$ cat src/rtl/dec8421_pkg.sv
// Shared widths, state encoding and digit-field positions for the
// 5-digit BCD (8421) to 14-bit binary converter.
package dec8421_pkg;

    localparam int BIN_W  = 14;  // binary result width
    localparam int BCD_W  = 18;  // packed operand {d4[1:0], d3..d0[3:0]}
    localparam int DIGITS = 5;   // decimal digits in the operand
    localparam int ITER   = 14;  // shift iterations per conversion
    localparam int DIG_W  = 4;   // width of a full BCD digit
    localparam int CNT_W  = 4;   // iteration counter width (holds 0..ITER)

    // Digit-field slice positions inside the packed operand
    localparam int D0_LSB = 0;
    localparam int D1_LSB = 4;
    localparam int D2_LSB = 8;
    localparam int D3_LSB = 12;
    localparam int D4_LSB = 16;
    localparam int D4_W   = 2;

    typedef enum logic [1:0] {
        IDLE  = 2'd0,
        SHIFT = 2'd1,
        DONE  = 2'd2
    } state_t;

    // True when any low digit exceeds 9 or the top digit exceeds 1
    function automatic logic digits_invalid(input logic [BCD_W-1:0] v);
        logic bad;
        bad = (v[D4_LSB +: D4_W] > 2'd1);
        bad = bad | (v[D0_LSB +: DIG_W] > 4'd9);
        bad = bad | (v[D1_LSB +: DIG_W] > 4'd9);
        bad = bad | (v[D2_LSB +: DIG_W] > 4'd9);
        bad = bad | (v[D3_LSB +: DIG_W] > 4'd9);
        return bad;
    endfunction

endpackage

$ cat src/rtl/dec8421_digit_adj.sv
// Reverse double-dabble digit correction: after a right shift, a BCD digit
// that reads 8 or more carries half of a ten from its upper neighbour and
// must be reduced by 3 to stay a valid decimal digit.
module dec8421_digit_adj
    import dec8421_pkg::*;
(
    input  logic [DIG_W-1:0] din,
    output logic [DIG_W-1:0] dout
);

    // Subtract 3 from digits in the 8..15 range, pass others through
    always_comb begin
        dout = (din >= 4'd8) ? (din - 4'd3) : din;
    end

endmodule

$ cat src/rtl/dec8421_to_bin.sv
// Sequential BCD (8421, 5 digits, 18-bit packed) to 14-bit binary converter
// using reverse double-dabble: 14 iterations of shift-right then subtract-3
// on every low digit that reads 8 or more.
// Handshake: start accepted while busy=0 (IDLE or DONE), busy for 15 cycles,
// then a one-cycle done pulse with bin/err valid and held until next done.
// Optional macro DEC8421_TO_BIN_CHECK_EN adds operand validity and overflow
// checking; without it err is constant 0 and bin is the raw accumulator.
module dec8421_to_bin
    import dec8421_pkg::*;
(
    input  logic             clk,
    input  logic             rst_n,
    input  logic             start,
    input  logic [BCD_W-1:0] bcd,
    output logic             busy,
    output logic             done,
    output logic [BIN_W-1:0] bin,
    output logic             err
);

    state_t           state;
    logic [CNT_W-1:0] cnt;
    logic [BCD_W-1:0] work;
    logic [BIN_W-1:0] acc;

    logic [BCD_W-1:0] work_sh;
    logic [BCD_W-1:0] work_nxt;
    logic [BIN_W-1:0] acc_nxt;
    logic             load;
    logic             res_err;

    assign busy = (state == SHIFT);
    assign done = (state == DONE);
    assign load = start && !busy;

    // One iteration: shift {work, acc} right by one, work bit 0 enters acc MSB
    always_comb begin
        {work_sh, acc_nxt} = {work, acc} >> 1;
    end

    // Correct the four full-width digits; the 2-bit top digit cannot reach 8
    for (genvar g = 0; g < DIGITS - 1; g++) begin : g_adj
        dec8421_digit_adj u_adj (
            .din  (work_sh[g*DIG_W +: DIG_W]),
            .dout (work_nxt[g*DIG_W +: DIG_W])
        );
    end
    assign work_nxt[D4_LSB +: D4_W] = work_sh[D4_LSB +: D4_W];

`ifdef DEC8421_TO_BIN_CHECK_EN
    logic inv_q;

    // Capture the digit-range verdict alongside the operand
    always_ff @(posedge clk or negedge rst_n) begin
        if (!rst_n) begin
            inv_q <= 1'b0;
        end else if (load) begin
            inv_q <= digits_invalid(bcd);
        end
    end

    // Any residue left in work after all iterations means value > 16383
    assign res_err = inv_q | (|work);
`else
    assign res_err = 1'b0;
`endif

    // FSM, iteration datapath and result registers
    // NOTE: state and datapath registers use non-blocking assignments so every
    // register samples the pre-edge values computed by the combinational step.
    always_ff @(posedge clk or negedge rst_n) begin
        if (!rst_n) begin
            state <= IDLE;
            cnt   <= '0;
            work  <= '0;
            acc   <= '0;
            bin   <= '0;
            err   <= 1'b0;
        end else begin
            case (state)
                IDLE, DONE: begin
                    if (load) begin
                        state <= SHIFT;
                        work  <= bcd;
                        acc   <= '0;
                        cnt   <= '0;
                    end else begin
                        state <= IDLE;
                    end
                end
                SHIFT: begin
                    if (cnt == CNT_W'(ITER)) begin
                        state <= DONE;
                        bin   <= res_err ? '0 : acc;
                        err   <= res_err;
                    end else begin
                        work <= work_nxt;
                        acc  <= acc_nxt;
                        cnt  <= cnt + 4'd1;
                    end
                end
                default: state <= IDLE;
            endcase
        end
    end

endmodule

$ cat config.mk
export PLATFORM = sky130hd
export DESIGN_NAME = dec8421_to_bin
export DESIGN_NICKNAME = d
export VERILOG_FILES = /design/src/rtl/dec8421_pkg.sv /design/src/rtl/dec8421_digit_adj.sv /design/src/rtl/dec8421_to_bin.sv
export SDC_FILE = /design/constraint.sdc
export NUM_CORES = 1
export LEC_CHECK = 0
export CORE_ASPECT_RATIO = 1.5
export CORE_MARGIN = 4
export CORE_UTILIZATION = 35
export CTS_CLUSTER_DIAMETER = 40
export DETAILED_ROUTE_END_ITERATION = 6
export PLACE_DENSITY = 0.55
export SYNTH_ARGS = -nofsm -noshare
export SYNTH_HDL_FRONTEND = slang
export SYNTH_HIERARCHICAL = 1
export SYNTH_SLANG_ARGS = --single-unit
$ cat constraint.sdc
create_clock -name clk -period 2.5 [get_ports clk]
set_input_delay 0.375 -clock clk [delete_from_list [all_inputs] [get_ports clk]]
set_output_delay 0.375 -clock clk [all_outputs]
set_load 0.01 [all_outputs]
==> impl_metrics.csv <==
group,metric,value,unit
status,outcome,"finished clean",
placed_design,number_of_port_buffers,36,
route,ant_nets,0,
yosys,largest_family_of_logic_cells_by_synthesized_area,"multiplexers",
timing,total_count_of_hold_check_failures_in_the_final_report,0,
placed_design,dp_hpwl,3220,um
route,post-route-drc-count,0,
setup_path,critPathMaxStageDelay,0.63,ns
clock_network,clock_buffer_depth,2,
yosys,synthesis.yosys.warnings,6,
placed_design,place_congestion,0.704,
yosys,synth_top_cell_area_share,50.4,%
route,vias,1516,
route,detailedRoute.firstIterationViolations,47,
global_route,grt_start_max_net_pins,27,
global_route,global_route.usage.total,11.2,%
global_route,grt_first_pass_wirelength,7910,um
yosys,most_frequent_cells_after_synthesis,"52 x sky130_fd_sc_hd__dfrtp_1, 35 x sky130_fd_sc_hd__mux2_2, 15 x sky130_fd_sc_hd__a22o_1",
cells_and_area,fillerInstances,713,
setup_path,critical_path.endpoint_type,"primary output",
route,avgViaCountPerCell,4.57,
yosys,ys_async_sr_fraction,100,%
yosys,post_synth_xor_xnor_area,3.05,%
floorplanning,floorplan.io_pins,38,
hold_path,worstHoldPathType,"in2async",
setup_path,worst_ep_arrival_time,1.90,ns
yosys,yosys_register_bits,52,
yosys,synth-adder-area-share,4.84,%
cells_and_area,finish.net_count,263,
cells_and_area,antenna_cells_inserted,0,
global_route,first_global_vias,1622,
route,route.final.wire_length,4570,um
power_and_ir_drop,ir_drop,0.554,mV
cells_and_area,fraction_of_final_layout_cells_sized_beyond_drive_strength_1,26.7,%
clock_network,cts_buffers,5,
clock_network,clock-sinks,52,
timing,setup_viol,0,
setup_path,type_of_the_setup_path_with_the_least_slack,"reg2out",
setup_path,timing.critical_path.fanout_max,22,
power_and_ir_drop,power_density,1210,nW/um^2
setup_path,critPathRequiredTime,2.12,ns
yosys,synthCells,193,
timing,whs,0.0698,ns
yosys,synth_simple_gate_area_share,5.62,%
route,detail_route.wl_per_cell,13.8,um
cells_and_area,postLayoutCellArea,3120,um^2
timing,max_slew_margin,60.6,%
timing,fin_setup_tns,0,ns
global_route,overflow,0,
setup_path,worst_setup_path_start_kind,"flop",
floorplanning,std_cell_rows,38,
clock_network,cts.root.buffer_cell,"sky130_fd_sc_hd__clkbuf_8",
timing,grt_setup_unrepaired,"no",
yosys,yosysSeqAreaShare,50.4,%
clock_network,clock_latency_late_sink,0.30,ns
timing,clock_skew,0.00479,ns
cells_and_area,layout.area.seq,1300,um^2
yosys,syn_area_per_cell,13.4,um^2
clock_network,ctsResizeCount,0,
yosys,synth-edff-count,0,
setup_path,cpLargestDelayFamily,"buffers and inverters",
timing,timing.final.crit_share,91.1,%
floorplanning,die-width,78.2,um
yosys,post-synth-top-area-cell,"sky130_fd_sc_hd__dfrtp_1",
setup_path,critical_path.cell_chain,"nand2b_2 -> inv_2 -> clkdlybuf4s50_1",
placed_design,placed_instance_area,3040,um^2
power_and_ir_drop,power_leakage,1.41,nW
timing,worst-slew-pin-transition,0.591,ns
yosys,netlist_area_before_placement,2580,um^2
setup_path,cpMaxStageDelayCell,"sky130_fd_sc_hd__clkdlybuf4s50_1",
route,drt_first_pass_iters,4,
timing,max_clock_freq,439,MHz
setup_path,path_buf_inv,2,
clock_network,postCtsSetupRepairBufs,0,
global_route,initial_antenna_violation_count,0,
yosys,synth_ff_type,"sky130_fd_sc_hd__dfrtp_1",
yosys,synth_most_common_cell,"sky130_fd_sc_hd__dfrtp_1",
yosys,synth_fp_nets,224,
clock_network,cts_tree,"yes",
cells_and_area,area_growth_syn_to_layout,20.6,%
timing,final_max_slew_viol_count,0,
yosys,count_of_cell_types_in_the_netlist,29,
floorplanning,chipHeight,113,um
clock_network,clk_transition_reported_paths,0.09,ns
floorplanning,die_area,8850,um^2
clock_network,cts_htree_levels,2,
timing,tmin_final,2.28,ns
floorplanning,total_core_area,7230,um^2
yosys,synth_mux_area_share,22.8,%
cells_and_area,multi_input_area,1150,um^2
job,number_of_maximum_capacitance_violations,0,
yosys,synth_top_cells_by_area,"sky130_fd_sc_hd__dfrtp_1 50%, sky130_fd_sc_hd__mux2_2 15%, sky130_fd_sc_hd__mux2_4 5.8%",
clock_network,cts_hold_bufs,0,
floorplanning,start_util,35.8,%
yosys,synth_compound_area_share,8.18,%
[stage by stage]
step / setup slack, ns / util (%) / power [mW] / std cells
5_1_grt: 0.119 / 43.1 / 4.08 / 332
4_1_cts: 0.186 / 43.1 / 3.84 / 332
3_5_place_dp: 0.491 / 42.1 / 3.36 / 325
2_1_floorplan: 0.869 / - / 2.89 / 193
3_3_place_gp: 0.481 / 42.1 / 3.33 / 325
6_report: 0.222 / 43.1 / 3.77 / 332
[flip-flops by register name, summed over array words and instances, names as in the netlist]
| signal | flops |
|---|---|
| cnt | 4 |
| state | 2 |
| bin | 14 |
| acc | 14 |
| work | 18 |
[layout make-up]
cell class                      instances  share of cell area (%)
Multi-Input combinational cell        121                    37.0
Inverter                               11                    1.32
Tap cell                              100                    4.01
Timing Repair Buffer                   41                    13.4
Clock inverter                          1                   0.161
Sequential cell                        52                    41.8
Clock buffer                            6                    2.33
[per-layer routing]
layer	GRT usage [%]	vias up	wire, um
li1	-	739	-
met1	15.5	742	2260
met2	17.4	30	2100
met3	2.15	5	159
met4	3.85	0	49
met5	0	-	0
[kinds of logic after synthesis]
family / count (synthesis)
DFF: 52
muxes: 49
AOI/OAI and AO/OA: 27
and+or+nand+nor: 25
buffers and inverters: 20
adders and majority gates: 10
xor gates and xnor gates: 9
other: 1
[path summary, 6_finish.rpt]
| check | startpoint | to | slack (ns) | cells after the start |
|---|---|---|---|---|
| max | state[1] | busy | 0.22 | 3 |
| min | rst_n | work[14] | 0.07 | 1 |
| max reg2reg | cnt[0] | work[8] | 0.61 | 6 |
| min reg2reg | acc[0] | acc[0] | 0.50 | 1 |
| max in group asynchronous | rst_n | work[5] | 1.81 | 2 |
| min in group clk | acc[0] | acc[0] | 0.50 | 1 |
[cell usage in the layout (no fill, tap or decap)]
| cell | instances |
|---|---|
| sky130_fd_sc_hd__mux2_2 | 35 |
| sky130_fd_sc_hd__nor3b_1 | 1 |
| sky130_fd_sc_hd__mux2_4 | 10 |
| sky130_fd_sc_hd__inv_1 | 10 |
| sky130_fd_sc_hd__buf_12 | 2 |
| sky130_fd_sc_hd__nor2b_1 | 7 |
| sky130_fd_sc_hd__nand2b_1 | 5 |
| sky130_fd_sc_hd__inv_2 | 1 |
| sky130_fd_sc_hd__nand2b_2 | 1 |
| sky130_fd_sc_hd__a221o_1 | 1 |
| sky130_fd_sc_hd__buf_2 | 1 |
| sky130_fd_sc_hd__nand2_1 | 7 |
| sky130_fd_sc_hd__o21ai_0 | 5 |
| sky130_fd_sc_hd__o2bb2ai_1 | 1 |
| sky130_fd_sc_hd__clkbuf_1 | 1 |
| sky130_fd_sc_hd__buf_4 | 3 |
| sky130_fd_sc_hd__dfrtp_1 | 52 |
| sky130_fd_sc_hd__clkinv_2 | 1 |
| sky130_fd_sc_hd__a21oi_4 | 1 |
| sky130_fd_sc_hd__nand3_1 | 1 |
| sky130_fd_sc_hd__a22o_1 | 15 |
| sky130_fd_sc_hd__mux2_1 | 4 |
| sky130_fd_sc_hd__nand3_2 | 1 |
| sky130_fd_sc_hd__and2_1 | 1 |
| sky130_fd_sc_hd__nor2_2 | 1 |
| sky130_fd_sc_hd__clkdlybuf4s50_1 | 35 |
| sky130_fd_sc_hd__a21oi_1 | 4 |
| sky130_fd_sc_hd__clkbuf_8 | 5 |
| sky130_fd_sc_hd__xor2_1 | 4 |
| sky130_fd_sc_hd__ha_1 | 10 |
| sky130_fd_sc_hd__xnor2_1 | 5 |
| sky130_fd_sc_hd__conb_1 | 1 |
[where the power goes]
group	switching (mW)	internal, mW
clock	0.260	0.191
combinational	0.672	1.13
sequential	0.318	1.20
total	1.25	2.52
Power figures use the tool's default switching activity.
==> RTL edit: new RTL, same settings <==
Add a define of `DEC8421_TO_BIN_CHECK_EN`.
--- a/src/rtl/dec8421_to_bin.sv
+++ b/src/rtl/dec8421_to_bin.sv
@@ -7,2 +7,4 @@
 // checking; without it err is constant 0 and bin is the raw accumulator.
+`define DEC8421_TO_BIN_CHECK_EN
+
 module dec8421_to_bin
Check against the original RTL: same outputs for any inputs over 10 cycles, from zero or initial values and one cycle with rst_n low; that may be too few to reach the edited logic, so the function may still have changed.
==> RTL edit against the original RTL <==
- wire length grew 37%
- power increased by 6.3%
- global-route usage is 2.7 points higher
- synthesized area grew 13%
- die area rose by 12%
- synthesized cell count up 39%
- via count increased by 39%
- sequential cell count rose by 2
- register-to-register slack gained 0.15 ns
- design area up 15%
- setup slack better by 0.28 ns
- largest cell class is now multi-input combinational cells
- critical path type unchanged
==> RTL edit: results (changes against the original RTL) <==
Placement
  • Placement Cell Area: 3420 um2 (was 3040 um2)
  • DP HPWL: 4330 um (was 3220 um)
  • # port buffers: 37 (was 36)
  • Final Wtd Congestion: 0.776 (was 0.704)

Synthesis
  • Ranking of synthesized cells by area: dfrtp_1 46%, mux2_2 8.5%, o31ai_1 5.7%, mux2_1 4.6%, ha_1 4.3% (was dfrtp_1 50%, mux2_2 15%, mux2_4 5.8%, a22o_1 5.1%, ha_1 4.8%)
  • Number of distinct library cells after synthesis: 35 (was 29)
  • Sequential share of the synthesized area: 46.4% (was 50.4%)
  • Post-synth net total: 300 (was 224)
  • Post-synthesis async set-or-reset flop share: 100% (unchanged)
  • Most common cell in the netlist: dfrtp_1 (unchanged)
  • Synth cell count leaders: 54 x dfrtp_1, 24 x o21ai_0, 22 x mux2_2, 22 x o31ai_1, 18 x inv_1 (was 52 x dfrtp_1, 35 x mux2_2, 15 x a22o_1)

Timing
  • Clock Skew: 0.00750 ns (was 0.00479 ns)
  • Relative slew slack: 70.8% (was 60.6%)

Layout
  • Share of cells above drive strength 1: 16.1% (was 26.7%)
  • Final Net Count: 341 (was 263)
  • # fillers: 774 (was 713)

Power and ir drop
  • Max VDD drop: 0.541 mV (was 0.554 mV)
  • Switch share: 38.3% (was 33.2%)
  • P_leak: 1.53 nW (was 1.41 nW)

Routing
  • Vias/cell: 5.07 (was 4.57)
  • Final wirelength: 6250 um (was 4570 um)
  • Detailed Route Iter0 Violations: 107 (was 47)

GRT
  • GRT Overall Usage: 13.8% (was 11.2%)
  • Vias in the first global route: 2,166 (was 1,622)
  • Total grt overflow: 0 (unchanged)
  • First-pass GRT wire length: 10,700 um (was 7910 um)
  • Largest net degree at the start of global routing: 38 (was 27)

Critical path
  • Worst path arrival time: 1.62 ns (was 1.90 ns)
  • CP Max Fanout: 18 (was 22)

CTS
  • Clk slew on worst S/H paths: 0.08 ns
  • Clock Tree Root: clkbuf_16 (was clkbuf_8)

Run status
  • Status: finished clean (unchanged)

Worst hold path
  • Worst hold path type: reg2reg (was in2async)
==> RTL edit: cell types whose count changed in the layout (fill, tap and decap cells not counted), moves of 9 or more <==
cell	delta
mux2_2	-13
nand3_1	+15
o21ai_0	+19
o211ai_1	+9
a22o_1	-15
o31ai_1	+22
mux2_4	-10
==> RTL edit: layout make-up <==
class / count / share of cell area, %
Multi-Input combinational cell: 180 / 38.9
Sequential cell: 54 / 37.8
Timing Repair Buffer: 50 / 13.4
Tap cell: 105 / 3.67
Clock buffer: 5 / 3.50
Inverter: 19 / 2.06
Clock inverter: 3 / 0.734
==> RTL edit: worst paths after layout <==
path                       slack (ns)  cells past startpoint  endpoint
setup / recovery                 0.50                      3      busy
hold / removal                   0.51                      2    bin[0]
setup reg to reg                 0.76                      5   work[4]
hold reg to reg                  0.51                      2    bin[0]
max in group asynchronous        1.35                      3    bin[7]
min in group asynchronous        0.53                      2    bin[0]
==> RTL edit: cell families after synthesis <==
| group | after synthesis | share of synthesized area (%) |
|---|---|---|
| flops | 54 | 46.4 |
| compound gates | 65 | 14.7 |
| fa+ha+maj | 10 | 4.30 |
| simple gates | 55 | 10.5 |
| buf+inv | 35 | 5.72 |
| xor+xnor | 8 | 2.41 |
| mux | 42 | 15.9 |
==> RTL edit: per-stage QoR <==
stage          hold WS [ns]  utilization [%]  setup WS, ns  total power, mW  instances
2_1_floorplan        0.0794                -         0.852             2.87        269
6_report              0.511             44.4         0.502             4.00        416
4_1_cts               0.518             44.4         0.484             4.06        416
3_3_place_gp          0.316             42.4         0.658             3.28        407
5_1_grt               0.530             44.4         0.426             4.32        416
3_5_place_dp          0.317             42.4         0.643             3.33        407
==> RTL edit: power groups by stage <==
stage | Combinational, mW | Clock (mW) | Sequential [mW]
after floorplan | 1.44 | 0 | 1.42
after global placement | 1.77 | 0 | 1.51
after CTS | 1.82 | 0.733 | 1.50
after detailed placement | 1.81 | 0 | 1.52
after global routing | 2.00 | 0.767 | 1.55
final | 1.79 | 0.714 | 1.50
==> RTL edit: critical path, cell delays in order (launching register included) <==
cell and delay (ns):
dfrtp_1 0.39, nand2b_4 0.15, inv_4 0.21, clkdlybuf4s50_1 0.58
==> RTL edit: what timing repair did <==
action	CTS	global route
hold buffers	1	0
gates resized for setup	0	0
hold endpoints to repair	10	0
==> RTL edit: routing by layer <==
| layer | part of all wire [%] | global-route usage, % | vias up |
|---|---|---|---|
| li1 | - | - | 1046 |
| met1 | 43 | 17.3 | 1014 |
| met2 | 52 | 24.0 | 43 |
| met3 | 4.1 | 2.63 | 5 |
| met4 | 1.0 | 3.12 | 0 |
| met5 | 0 | 0 | - |
